**src/rtl/fetch_ctrl.sv**
```systemverilog
`timescale 1ns/1ps
// fetch_ctrl
//
// Owns the architectural PC and sequences instruction fetch for the
// single-issue front end. At most one instruction-memory request is
// outstanding. A fetched word is held in a one-entry output buffer until
// downstream takes it. Redirects (branch/jump targets) are applied here.
// Fetch stops permanently on an accepted HALT until rst.
//
// Optional feature macro: FETCH_EXC_EN
//   When defined, this adds the exc_req/rti inputs, the epc output and the
//   epc register. exc_req redirects to EXC_VECTOR and saves the PC of the
//   oldest unaccepted instruction. rti redirects to epc.
//
// Ports:
//   clk, rst           clock (rising edge), asynchronous active-high reset
//   imem_req/addr      fetch request and its address (addr = pc)
//   imem_done/data     memory completion and the returned instruction word
//   if_valid/instr     buffered instruction towards decode
//   if_pc/if_pc_plus2  address of the buffered instruction and that address + 2
//   if_ready           downstream accepts the buffered instruction
//   redirect/_pc       one-cycle redirect pulse and its target
//   halt               marks the instruction being accepted as HALT
//   halted             fetch has stopped
//   exc_req, rti, epc  exception entry/return (FETCH_EXC_EN only)
//
// Handshakes:
//   imem: imem_req is held high, with imem_addr constant, from the first
//     cycle of a request until the cycle in which imem_done is sampled high.
//     imem_done may already be high in that first cycle. Each done completes
//     exactly one request.
//   if:   a transfer happens on a rising edge where if_valid && if_ready.
//     While if_valid && !if_ready, the buffered instruction and its PC hold
//     steady. if_valid never depends combinationally on if_ready.
//
// Every output comes from a flop or from a decode of state_q. There is no
// combinational path from any input to any output.

module fetch_ctrl #(
  parameter logic [15:0] RESET_PC   = 16'h0000,
  parameter logic [15:0] EXC_VECTOR = 16'h0002
) (
  input  logic        clk,
  input  logic        rst,
  output logic        imem_req,
  output logic [15:0] imem_addr,
  input  logic        imem_done,
  input  logic [15:0] imem_data,
  output logic        if_valid,
  output logic [15:0] if_instr,
  output logic [15:0] if_pc,
  output logic [15:0] if_pc_plus2,
  input  logic        if_ready,
  input  logic        redirect,
  input  logic [15:0] redirect_pc,
  input  logic        halt,
  output logic        halted
`ifdef FETCH_EXC_EN
  ,
  input  logic        exc_req,
  input  logic        rti,
  output logic [15:0] epc
`endif
);

  typedef enum logic [1:0] {
    S_IDLE   = 2'd0,
    S_FETCH  = 2'd1,
    S_VALID  = 2'd2,
    S_HALTED = 2'd3
  } state_e;

  state_e      state_q, state_d;
  logic [15:0] pc_q, pc_d;
  logic [15:0] if_instr_q, if_instr_d;
  logic [15:0] if_pc_q, if_pc_d;
  logic [15:0] if_pc_plus2_q, if_pc_plus2_d;
  logic        halted_q, halted_d;
  // squash_q: the in-flight request has been overtaken by a redirect.
  // Its data must be dropped, and target_q is then loaded into pc.
  logic        squash_q, squash_d;
  logic [15:0] target_q, target_d;

  // Exception controls. In the default build these collapse to constants,
  // so the redirect mux below has the same form in both builds.
  logic        exc_take;
  logic        rti_take;
  logic [15:0] epc_val;

`ifdef FETCH_EXC_EN
  logic [15:0] epc_q, epc_d;
  assign exc_take = exc_req;
  assign rti_take = rti & ~exc_req;
  assign epc_val  = epc_q;
  assign epc      = epc_q;
`else
  assign exc_take = 1'b0;
  assign rti_take = 1'b0;
  assign epc_val  = 16'h0000;
`endif

  // The redirect source is chosen by priority: exc_req, then rti, then
  // redirect. Instructions are halfword aligned, so bit 0 of every target
  // is cleared.
  logic        redir_take;
  logic [15:0] redir_raw;
  logic [15:0] redir_tgt;

  assign redir_take = exc_take | rti_take | redirect;
  assign redir_raw  = exc_take ? EXC_VECTOR :
                      rti_take ? epc_val    : redirect_pc;
  assign redir_tgt  = redir_raw & 16'hFFFE;

  // Outputs: decoded from state only, or taken straight from flops.
  assign imem_req    = (state_q == S_FETCH);
  assign imem_addr   = pc_q;
  assign if_valid    = (state_q == S_VALID);
  assign if_instr    = if_instr_q;
  assign if_pc       = if_pc_q;
  assign if_pc_plus2 = if_pc_plus2_q;
  assign halted      = halted_q;

  always_comb begin
    state_d       = state_q;
    pc_d          = pc_q;
    if_instr_d    = if_instr_q;
    if_pc_d       = if_pc_q;
    if_pc_plus2_d = if_pc_plus2_q;
    halted_d      = halted_q;
    squash_d      = squash_q;
    target_d      = target_q;
`ifdef FETCH_EXC_EN
    epc_d         = epc_q;
`endif

    case (state_q)
      // One dead cycle after reset, so that req never rises in the
      // reset-release cycle.
      S_IDLE: begin
        state_d = S_FETCH;
      end

      S_FETCH: begin
`ifdef FETCH_EXC_EN
        if (exc_take) epc_d = pc_q;
`endif
        if (imem_done) begin
          if (squash_q || redir_take) begin
            // Drop the returned word. A same-cycle redirect is newer than
            // any pending target, so it wins.
            pc_d     = redir_take ? redir_tgt : target_q;
            squash_d = 1'b0;
          end else begin
            if_instr_d    = imem_data;
            if_pc_d       = pc_q;
            if_pc_plus2_d = pc_q + 16'd2;
            state_d       = S_VALID;
          end
        end else if (redir_take) begin
          // imem_addr must not move mid-request. Remember the target and
          // wait for the outstanding completion. A later redirect
          // overwrites the stored target.
          target_d = redir_tgt;
          squash_d = 1'b1;
        end
      end

      S_VALID: begin
        if (exc_take || rti_take) begin
          // The exception or return replaces the buffered instruction,
          // even if downstream is ready to take it this cycle.
`ifdef FETCH_EXC_EN
          if (exc_take) epc_d = if_pc_q;
`endif
          pc_d    = redir_tgt;
          state_d = S_FETCH;
        end else if (if_ready && halt) begin
          halted_d = 1'b1;
          state_d  = S_HALTED;
        end else if (if_ready) begin
          pc_d    = redirect ? redir_tgt : if_pc_plus2_q;
          state_d = S_FETCH;
        end else if (redirect) begin
          pc_d    = redir_tgt;
          state_d = S_FETCH;
        end
      end

      S_HALTED: begin
        // Terminal until reset. All inputs are ignored.
      end

      default: begin
        state_d = S_IDLE;
      end
    endcase
  end

  always_ff @(posedge clk or posedge rst) begin
    if (rst) begin
      state_q       <= S_IDLE;
      pc_q          <= RESET_PC;
      if_instr_q    <= 16'h0000;
      if_pc_q       <= 16'h0000;
      if_pc_plus2_q <= 16'h0000;
      halted_q      <= 1'b0;
      squash_q      <= 1'b0;
      target_q      <= 16'h0000;
    end else begin
      state_q       <= state_d;
      pc_q          <= pc_d;
      if_instr_q    <= if_instr_d;
      if_pc_q       <= if_pc_d;
      if_pc_plus2_q <= if_pc_plus2_d;
      halted_q      <= halted_d;
      squash_q      <= squash_d;
      target_q      <= target_d;
    end
  end

`ifdef FETCH_EXC_EN
  always_ff @(posedge clk or posedge rst) begin
    if (rst) begin
      epc_q <= 16'h0000;
    end else begin
      epc_q <= epc_d;
    end
  end
`endif

endmodule

```
**config.mk**
```make
export PLATFORM = sky130hd
export DESIGN_NAME = fetch_ctrl
export DESIGN_NICKNAME = d
export VERILOG_FILES = /design/src/rtl/fetch_ctrl.sv
export SDC_FILE = /design/constraint.sdc
export NUM_CORES = 1
export LEC_CHECK = 0
export BUFFER_PORTS_ARGS = -buffer_cell sky130_fd_sc_hd__buf_4
export CORE_ASPECT_RATIO = 0.6
export CORE_MARGIN = 5
export CORE_UTILIZATION = 45
export DETAILED_ROUTE_END_ITERATION = 10
export GPL_TIMING_DRIVEN = 1
export PLACE_DENSITY = 0.7
export SETUP_SLACK_MARGIN = 0.4
export SLEW_MARGIN = 20
export SYNTH_ARGS = -nofsm -noshare
export SYNTH_HDL_FRONTEND = slang
export SYNTH_SLANG_ARGS = --single-unit
export TNS_END_PERCENT = 100
```
**constraint.sdc**
```tcl
create_clock -name clk -period 2.8 [get_ports clk]
set_input_delay 0 -clock clk [delete_from_list [all_inputs] [get_ports clk]]
set_output_delay 0 -clock clk [all_outputs]
set_load 0.03 [all_outputs]
```
==> metrics list, run 1 <==
- The worst setup path is captured at a flop.
- Time the final worst path needs with I/O delays and setup: ~2100 ps
- Die Span Y: 80.9 µm
- Max-Slew Margin vs Limit: 46.8%
* Vias: approximately 3200
* Non-filler cells, final: 610
* Crit path arrival time: roughly 2400 ps
* P per Cell Area: 1270 nW/µm²
- Compound-Gate Fraction of Synth Area: around an eighth
- Setup slack of the critical path after layout: 700 ps
* Floorplan die area: approximately 10000 µm²
* Max Clk Rate: 0.476 GHz
* CP Launch Type: flop
- Width of the die: 128 µm
- Measured against the total synthesized area, the mux share comes to 9.03%.
- Once placement completed, the tool counted placed cells totaling 559.
- Count of maximum capacitance violations: 0
- Maximum number of pins on one net before global-route repair: 47
* Remaining antenna violation count after routing: 0
- Area of all placed cells without fillers: ~5300 µm²
- Post-detailed-route via-to-cell ratio: 5.20
- After detailed routing, the total wire length is 10700 µm.
* Antenna violations before repair: 1
- Sum of net half-perimeters after detailed placement: 7380 µm
* Count of warnings emitted by yosys: 0
- Largest family of logic cells by synthesized area: simple AND/OR/NAND/NOR gates
- Area of the mapped netlist: 3770 µm²
- Synthesis handed over a netlist of about 360 instances.
- Violation count after the first detailed-route iteration: 212
- Worst clock skew: 5.12 ps
- # fillers: 649
- The synthesized netlist devotes 14.0% of its cell area to simple gates.
* Total iterations of the first detailed-routing run: 4
- Worst slack at placement: 534 ps
* Post-Route Hold Slack: between 100 and 150 ps
- Worst-Margin Slew: 797 ps
- # H-tree levels: 3
- Setup repair after global routing left no endpoint under its margin.
* Commonest non-fill, non-tap cells in the layout: sky130_fd_sc_hd__buf_4 (112), sky130_fd_sc_hd__nand2_1 (88), sky130_fd_sc_hd__dfrtp_1 (83)
- The flow ran to the end, and the final reports show no timing, DRC or antenna violations.
- Counting every net in the synthesized netlist gives 402.
- The clock net in this run drives a total of 83 sinks.
- The min-delay analysis places its worst path in the category input pin to flop.
* Net count, final: 540
- Final hold violation count: 0
* Most common cell after layout, fill and taps aside: sky130_fd_sc_hd__buf_4
- TritonCTS built the clock tree.
* Total leakage power: 2.57 nW
* Most used flip-flop cell after synthesis: sky130_fd_sc_hd__dfrtp_1
* Max-slew violations: 0
- Counting flops with an async set or reset pin after synthesis yields a share of 100%.
- The post-route netlist has 30.5% of its cells at a drive strength greater than 1.
- Clock Latency Late Sink: 340 ps
- At the worst endpoint, the required time is 3060 ps.
- CTS Buf Count: 9
- Yosys mapped a number of flops with a built-in enable equal to 0.
- Setup violations remaining at the end of the flow were counted as 0.
- Top Ports: 105
* Maximum clock insertion buffer count: 2
- The tree is rooted in a sky130_fd_sc_hd__clkbuf_16.
- Row generation in the floorplan step produced 25 rows.
* Area after detailed placement: 4650 µm²
* Vias in the first global route: 3417
* Final period utilization: between 70% and 80%
* Multi-input gate area: 1520 µm²
- Parity-gate share of the synthesized area counting xor and xnor cells: 3.02%
* Share of synthesized cell area in full adder, half adder and majority cells: between 1.5 and 2%
- Initial standard-cell utilization of the core: around 47%
* First-pass GRT wire length: between 15000 and 20000 µm
- Global routing used 21.8% of the available tracks.
- Port buffering added 103 buffers.
- Synthesis inferred 83 register bits.
- Clock-pin slew was measured on the worst setup and hold paths at approximately 60 ps.
* DRC violations left: 0
- Summed over all layers, the global routing overflow is 0.
- The synthesized netlist contains 37 unique library cells.
* Critical Setup Path Class: flop to flop
- The congestion estimate from routability-driven global placement came to between 0.8 and 0.9.
* Worst ir drop on vdd: 0.625 mV
- Area of all sequential standard cells: 2080 µm²
* Routed WL per cell: 17.5 µm
- In this run the worst path has a maximum fanout of 10.
- After synthesis, flip-flops and latches occupy between 50% and 60% of the total area.
- Mean instance size in the synthesized netlist: 10.5 µm²
- The worst register-to-register path has a setup slack of 700 ps.
* Final setup TNS: 0 ps
- Floorplan Core Area: 8010 µm²
- Relative to the synthesized area, the layout overhead comes to 40.5%.
==> cell usage after synthesis (2+ instances only) <==
cell type	n	area, µm²
sky130_fd_sc_hd__inv_1	19	71.3
sky130_fd_sc_hd__nor2_1	3	11.3
sky130_fd_sc_hd__dfrtp_1	83	2080
sky130_fd_sc_hd__nand2b_1	2	12.5
sky130_fd_sc_hd__nand3_1	7	35.0
sky130_fd_sc_hd__and3_1	3	18.8
sky130_fd_sc_hd__a21oi_1	4	20.0
sky130_fd_sc_hd__ha_1	5	62.6
sky130_fd_sc_hd__mux2_1	3	33.8
sky130_fd_sc_hd__o21ai_0	10	50.1
sky130_fd_sc_hd__nor4_2	4	50.1
sky130_fd_sc_hd__nor3_1	3	15.0
sky130_fd_sc_hd__o21ai_2	2	17.5
sky130_fd_sc_hd__nand2_1	88	330
sky130_fd_sc_hd__mux2_2	13	146
sky130_fd_sc_hd__mux2i_1	16	160
sky130_fd_sc_hd__o21ai_1	18	90.1
sky130_fd_sc_hd__o22ai_1	15	93.8
sky130_fd_sc_hd__buf_2	13	65.1
sky130_fd_sc_hd__o22a_1	15	131
sky130_fd_sc_hd__clkbuf_1	4	15.0
sky130_fd_sc_hd__buf_4	2	15.0
sky130_fd_sc_hd__xnor2_1	13	114
==> worst paths after layout <==
check | depth (start not counted) | endpoint | startpoint
max reg2reg | 6 | imem_addr[13] | state_q[1]
max in group asynchronous | 4 | imem_addr[14] | rst
min | 3 | squash_q | redirect
min in group asynchronous | 3 | if_instr[6] | rst
max | 6 | imem_addr[13] | state_q[1]
min reg2reg | 2 | if_instr[2] | if_instr[2]
==> state kept, by name, summed over array words and instances (netlist names) <==
signal	flops
target_q	16
halted	1
if_pc_plus2	15
state_q	2
if_instr	16
if_pc	16
squash_q	1
imem_addr	16
==> per-layer routing <==
| layer | vias to the layer above | wire length, µm | track usage (%) |
|---|---|---|---|
| met5 | - | 0 | 0 |
| met4 | 0 | 93 | 4.87 |
| met3 | 8 | 766 | 7.56 |
| met2 | 101 | 4870 | 34.8 |
| met1 | 1558 | 4970 | 29.2 |
| li1 | 1502 | - | - |
==> report_power, final <==
| part | leakage (nW) | total [mW] | internal (mW) | switching, mW |
|---|---|---|---|---|
| logic | 1.40 | 3.30 | 1.34 | 1.96 |
| clock network | 0.146 | 1.18 | 0.734 | 0.448 |
| registers | 1.02 | 2.26 | 1.76 | 0.499 |
| total | 2.57 | 6.74 | 3.84 | 2.90 |
==> through the flow <==
stage / power [mW] / util, %
floorplan: 4.35 / -
global placement: 5.40 / 58.0
detailed placement: 5.52 / 58.0
CTS: 6.79 / 66.1
global route: 7.15 / 66.1
finish: 6.74 / 66.1
==> worst max-delay path, cell delays in order, from the launching register on <==
cell and delay, ps:
sky130_fd_sc_hd__dfrtp_1 400, sky130_fd_sc_hd__inv_1 110, sky130_fd_sc_hd__ha_1 430, sky130_fd_sc_hd__nand2b_1 170, sky130_fd_sc_hd__a22oi_4 410, sky130_fd_sc_hd__buf_4 290, sky130_fd_sc_hd__mux2i_1 210
==> cells by family after synthesis <==
| family | count (synthesis) |
|---|---|
| buf+inv | 40 |
| compound gates | 70 |
| mux | 32 |
| xor+xnor | 13 |
| flops | 83 |
| fa+ha+maj | 5 |
| simple gates | 116 |
==> layout make-up <==
cell class | instances | area share (%)
clock inverter | 2 | 0.661
multi-input combinational | 236 | 28.7
inverter | 20 | 1.44
clock buffer | 13 | 4.91
antenna | 1 | 0.0472
sequential | 83 | 39.2
timing repair buffer | 147 | 22.5
tap | 108 | 2.55
==> what timing repair did <==
action / CTS / global route
hold buffers: 35 / 0
buffers inserted: 0 / 0
endpoints found under the setup margin: 0 / 8
gates resized for setup: 0 / 1
endpoints found under the hold margin: 80 / 0
Power figures use the tool's default switching activity.
==> run 2, diff against run 1 <==
Clock period 2.8 ns to 2.1 ns, I/O delays scaled along.
==> run 2 against run 1 <==
Clock skew grew 2.3 ps; critical path depth is the same; fmax grew 28%; global-route usage shrank 0.53 points; flip-flop and latch count is the same; worst hold slack gained 4.7 ps; utilization grew 1.7 points; sequential power grew 32%; die area is the same; first-iteration DRC count shrank 7.5%; critical path type unchanged; critical endpoint is now imem_addr[14].
==> metrics list, run 2 (synthesis gave the netlist of run 1 again) <==
- Clock Sink Count: just over 80
- Remaining antenna violation count after routing: 0
- CTS clk-pin slew, worst paths: around 60 ps
* Outcome: finished clean
- Clock tree from TritonCTS: yes
- Violation count after the first detailed-route iteration: 196
* Switching part of the total: 43.0%
- Max Clk Rate: 0.612 GHz
- During placement, the flow inserted port buffers numbering 103.
* Worst slack at placement: 152 ps
- In this run the count of I/O pins placed on the die edge is 105.
- For this run, the detailed router's first-pass iteration total came to 4.
- The floorplan step set the die height to 80.9 µm.
- WL final: between 10000 and 15000 µm
- 0 antenna diodes ended up in the layout.
* Layout cells sized above 1: 32.7%
- CP Launch Type: flop
- In this run the horizontal extent of the chip is 128 µm.
- Critical-path maximum fanout: 9
- Worst ir drop on vdd: just under 1 mV
- The congestion estimate from routability-driven global placement came to 0.792.
- First-pass GRT wire length: approximately 17000 µm
- Summed over all nets, the half-perimeter wirelength after detailed placement is 7050 µm.
* Net count, final: 551
- Per report_power, the sequential group accounts for approximately 33% of the total.
- For this configuration, the core starts out at a cell density of 47.1%.
* Syn-to-layout area delta: 44.1%
- In this run the number of H-tree levels came out at 3.
- Internal power summed over all cells: 5.14 mW
* Routed WL per cell: 16.8 µm
- For the final routed database, the setup TNS stands at 0 ps.
* Non-filler cells, final: 621
* Setup slack of the critical path after layout: 465 ps
- Max-Slew Margin vs Limit: 69.4%
* Maximum clock insertion buffer count: 2
- Crit path arrival time: 1880 ps
* Type of the tightest min-delay check: input pin to flop
- CTS Buf Count: 9
* Vias: 3128
* Maximum number of pins on one net before global-route repair: 49
* Final hold violation count: 0
- Combinational share of power: 50.8%
* Worst-Margin Slew: between 400 and 500 ps
- By startpoint and endpoint, the worst setup path is classified as flop to flop.
- Floorplan die area: 10400 µm²
- The library cell used most frequently in the layout, excluding fill and tap cells, is sky130_fd_sc_hd__buf_4.
* Floorplan Core Area: 8010 µm²
- Req. time, crit path: 2350 ps
- Count of maximum capacitance violations: 0
- Overall power after layout: 9.02 mW
- Worst clock skew: 7.45 ps
- In the layout the commonest cells are sky130_fd_sc_hd__buf_4 (119), sky130_fd_sc_hd__nand2_1 (88), sky130_fd_sc_hd__dfrtp_1 (82).
* Gr ovfl total: 0
- Setup violations remaining at the end of the flow were counted as 0.
- Final core occ: 67.8%
* FF-to-FF path depth: 6
- Post-detailed-route via-to-cell ratio: 5.04
* Unrepaired setup endpoints after global routing: yes
- P per Cell Area: between 1500 and 2000 nW/µm²
- In the global route stage, overall resource usage came out at 21.3%.
* Time the final worst path needs with I/O delays and setup: 1630 ps
- Total net switching power: 3.88 mW
- Along the worst hold path, the cell count comes to 3.
- The via count of the first global-routing pass is 3298.
* Antenna violations before repair: 0
* Root cell of the clock tree: sky130_fd_sc_hd__clkbuf_16
- The max-slew violation count was 0.
- In the routed design, unresolved DRC markers number 0.
- Final period utilization: 77.8%
* Clock Latency Late Sink: 330 ps
- Row generation in the floorplan step produced 25 rows.
- In this run, the clock network consumes about 16% of the power.
- Summed over all cells, the static leakage comes to 2.63 nW.
- Counting tap cells, the placed design contains a total of 560 instances.
- The worst setup path is captured at a flop.
==> run 2: cell types whose count changed in the layout (fill, tap and decap cells not counted), sizes merged <==
| cell | delta |
|---|---|
| diode | -1 |
| bufinv | -1 |
| clkinvlp | +1 |
| buf | +11 |
| clkbuf | +1 |
==> run 2: final cells by class <==
cell class | instances | area [µm²]
Fill cell | 621 | 2570
Sequential cell | 83 | 2080
Multi-Input combinational cell | 236 | 1560
Timing Repair Buffer | 158 | 1310
Clock buffer | 14 | 264
Tap cell | 108 | 135
Inverter | 20 | 78.8
Clock inverter | 2 | 10.0
==> run 2: metrics by stage <==
stage | cell area [µm²] | hold WS [ps]
5_1_grt | 5430 | 131
3_3_place_gp | 4690 | 45.0
3_5_place_dp | 4690 | 48.3
4_1_cts | 5430 | 104
6_report | 5430 | 132
2_1_floorplan | 3800 | 90.0
==> run 2: worst paths after layout <==
path / start / end / slack (ps)
worst max-delay path: state_q[0] / imem_addr[14] / 470
worst min-delay path: redirect / squash_q / 130
worst max register to register: state_q[0] / imem_addr[14] / 470
worst min register to register: halted / halted / 470
max in group asynchronous: rst / target_q[8] / 1100
min in group asynchronous: rst / imem_addr[14] / 240
==> run 2: power by group through the flow <==
stage	clock network [mW]	logic (mW)	registers, mW
after global placement	0	4.34	2.96
final	1.45	4.58	2.98
after global routing	1.57	4.94	3.08
after floorplan	0	1.88	3.98
after CTS	1.49	4.60	2.97
after detailed placement	0	4.42	2.99
==> run 2: repair_timing <==
action / CTS / global route
setup endpoints to repair: 18 / 6
pin swaps: 1 / 0
gates resized for setup: 4 / 2
endpoints found under the hold margin: 55 / 0
setup buffers: 10 / 0
hold buffers: 35 / 0
==> run 2: worst max-delay path: stages, from the launching register on <==
cell                       delay, ps
sky130_fd_sc_hd__dfrtp_1         390
sky130_fd_sc_hd__inv_1           130
sky130_fd_sc_hd__ha_4            200
sky130_fd_sc_hd__o211ai_1        150
sky130_fd_sc_hd__a22oi_4         240
sky130_fd_sc_hd__buf_8           200
sky130_fd_sc_hd__mux2i_1         220
==> run 2: routing by layer <==
metal / track usage, % / vias up / part of all wire, %
met1: 29.9 / 1502 / 48
li1: - / 1522 / -
met4: 3.18 / 0 / 0
met3: 7.82 / 0 / 7.2
met2: 32.6 / 104 / 45
met5: 0 / - / 0
==> run 3, diff against run 2 <==
Settings changed: PLACE_DENSITY 0.7 to 0.73.
Clock period 2.1 ns to 1.46 ns, I/O delays scaled along.
==> run 3 against run 2 <==
The flow now finishes with violations (negative setup slack); register-to-register slack worse by 650 ps; sequential share of layout area down 3.6 points; critical endpoint is now imem_addr[12]; clock power up 55%; sequential power is 48% higher; die area unchanged.
==> metrics list, run 3 (synthesis gave the netlist of run 1 again) <==
* Clock Latency Late Sink: approximately 340 ps
- After floorplanning, the core was divided into 25 placement rows.
- Critical Setup Path Class: flop to flop
- In the final design database the tool counted 578 nets.
* Post-detailed-route via-to-cell ratio: 5.34
* Syn-to-layout area delta: 60.3%
* Total leakage power: 2.92 nW
- Of the total power, the share spent switching nets is 42.1%.
- Walking the worst path, the cells encountered are inv_2 > ha_4 > o211ai_1 > a22oi_4 > buf_6 > buf_16 > mux2i_1.
- The initial antenna violation count is 0.
* Root cell of the clock tree: sky130_fd_sc_hd__clkbuf_16
* Area after detailed placement: 4860 µm²
- Internal power summed over all cells: around 8.7 mW
- Total iterations of the first detailed-routing run: 4
- The H-tree was split into 3 levels.
* Critical path's slowest cell: sky130_fd_sc_hd__dfrtp_1
- Antenna cell count: 0
- Startpoint of the worst hold path: redirect
- 105 I/O pins were placed.
- Once detailed placement completed, the half-perimeter wirelength came to 7030 µm.
* Total net switching power: 6.31 mW
* Remaining antenna violation count after routing: 0
* Hold path endpoint: squash_q
- Entering global routing, the biggest net connects between 80 and 90 pins.
- Dividing the final minimum period by the clock period gives 113%.
* Req. time, crit path: ~1700 ps
* Reg-to-reg endpoint: imem_addr[12]
- Setup repair after global routing could not meet its margin everywhere.
- Commonest non-fill, non-tap cells in the layout: sky130_fd_sc_hd__buf_4 (113), sky130_fd_sc_hd__nand2_1 (77), sky130_fd_sc_hd__dfrtp_1 (71)
* Final estimated routing congestion in global placement: 0.870
- Time the final worst path needs with I/O delays and setup: 1650 ps
- Vias: 3461
- Violation count after the first detailed-route iteration: 225
- Setup violators final: 81
- Worst-Margin Slew: roughly 440 ps
- TritonCTS built the clock tree.
- Initial standard-cell utilization of the core: 47.1%
* Number of buffers added on ports: roughly 100
* Maximum clock insertion buffer count: 2
* DRC violations left: 0
- For this design the ratio of total power to cell area is 2480 nW/µm².
* Max-slew violations: 0
- The core region is 8010 µm².
* Floorplan die area: 10400 µm²
- For this run, the top clock speed supported by timing is 0.606 GHz.
* Clock network power share: 15.0%
- Measured in cells, the most critical reg-to-reg path has a length of 7.
* Area of all placed cells without fillers: 6040 µm²
- Width of the die: between 100 and 150 µm
- Global routing used 22.7% of the available tracks across all layers.
* Crit path arrival time: approximately 1900 ps
- STA classifies the critical path startpoint as a flop.
- For this run, the slowest stage of the critical path takes 410 ps.
* CTS clk-pin slew, worst paths: 60 ps
* CTS Buf Count: 9
- In this run the worst hold path is classified as input pin to flop.
- After detailed routing, the average wire length per cell comes to roughly 19 µm.
* Max-Slew Margin vs Limit: 70.4%
* Outcome: complete, but fails checks
* Critical-path maximum fanout: 7
- VDD sags by at most 1.51 mV.
- The tool flagged a number of max-cap violations equal to 0.
* Violations in the final reports: negative setup slack
- The first global-routing pass estimated 18200 µm of wire.
* Die Span Y: 80.9 µm
- Layout cells sized above 1: 42.2%
- Combinational share of power: roughly 56%
* Worst R2R Setup Slack: -190 ps
* Reg2Reg Launch Point: state_q[0]
- The worst hold path was traced through 3 stages.
- WL final: 12300 µm
- Vias in the first global route: 3434
- Overall power after layout: 15.0 mW
* Part of the total power dissipated in sequential elements: 29.4%
- CTS saw 83 sinks.
- The library cell used most frequently in the layout, excluding fill and tap cells, is sky130_fd_sc_hd__buf_4.
- The number of hold-slack violations in the final timing report came to 0.
- The worst setup path is captured at a flop.
* Setup slack of the critical path after layout: -189 ps
* Gr ovfl total: 0
* Worst clock skew: 5.80 ps
==> run 3: critical path, delay by kind of cell, from the launching register on <==
kind	cells	cell delay, ps
adders and majority gates	1	180
buffers and inverters	3	390
muxes	1	190
DFF	1	410
AOI/OAI and AO/OA	2	390
==> run 3: worst max-delay path by stage <==
stage                     startpoint             to  slack (ps)  cells after the start
after CTS                 state_q[0]   imem_addr[5]         -90                      7
after detailed placement  state_q[1]   imem_addr[3]        -100                      6
after global routing      state_q[0]  imem_addr[14]        -270                      7
after floorplan           state_q[1]    target_q[7]        -220                      6
final                     state_q[0]  imem_addr[12]        -190                      7
after global placement    state_q[0]  imem_addr[10]         -40                      6
==> run 3: power groups by stage <==
stage / Clock (mW) / Sequential, mW / Combinational (mW)
after floorplan: 0 / 5.77 / 2.74
after detailed placement: 0 / 4.28 / 6.72
after global routing: 2.39 / 4.55 / 8.86
after CTS: 2.28 / 4.28 / 7.69
final: 2.25 / 4.41 / 8.34
after global placement: 0 / 4.25 / 6.58
==> run 3: final cells by class <==
cell class | count | area (µm²)
Clock inverter | 3 | 40.0
Timing Repair Buffer | 185 | 1700
Clock buffer | 13 | 250
Sequential cell | 83 | 2090
Multi-Input combinational cell | 236 | 1750
Tap cell | 108 | 135
Inverter | 20 | 78.8
Fill cell | 514 | 1960
==> run 3: timing repair <==
action	in CTS	in global routing
setup buffers	16	5
endpoints found under the hold margin	124	0
hold buffers	35	0
cloned	1	3
setup endpoints to repair	90	91
pin swaps	9	11
resized for setup	40	44
==> run 3: stage by stage <==
step / utilization [%] / TNS, ps / hold slack [ps] / setup slack, ps / std cells
6_report: 75.5 / -7990 / 105 / -189 / 648
5_1_grt: 75.5 / -13050 / 118 / -268 / 648
4_1_cts: 72.7 / -1250 / 84.5 / -88.1 / 640
3_5_place_dp: 60.7 / -1020 / 167 / -96.7 / 572
3_3_place_gp: 60.7 / -385 / 163 / -43.5 / 572
2_1_floorplan: - / -6830 / 90.0 / -219 / 359
==> run 3: layer usage <==
layer / vias up / GRT usage [%] / routed length (µm)
met5: - / 0 / 0
met4: 0 / 7.63 / 182
met3: 19 / 6.64 / 1020
met2: 147 / 34.6 / 5810
met1: 1720 / 31.2 / 5310
li1: 1575 / - / -
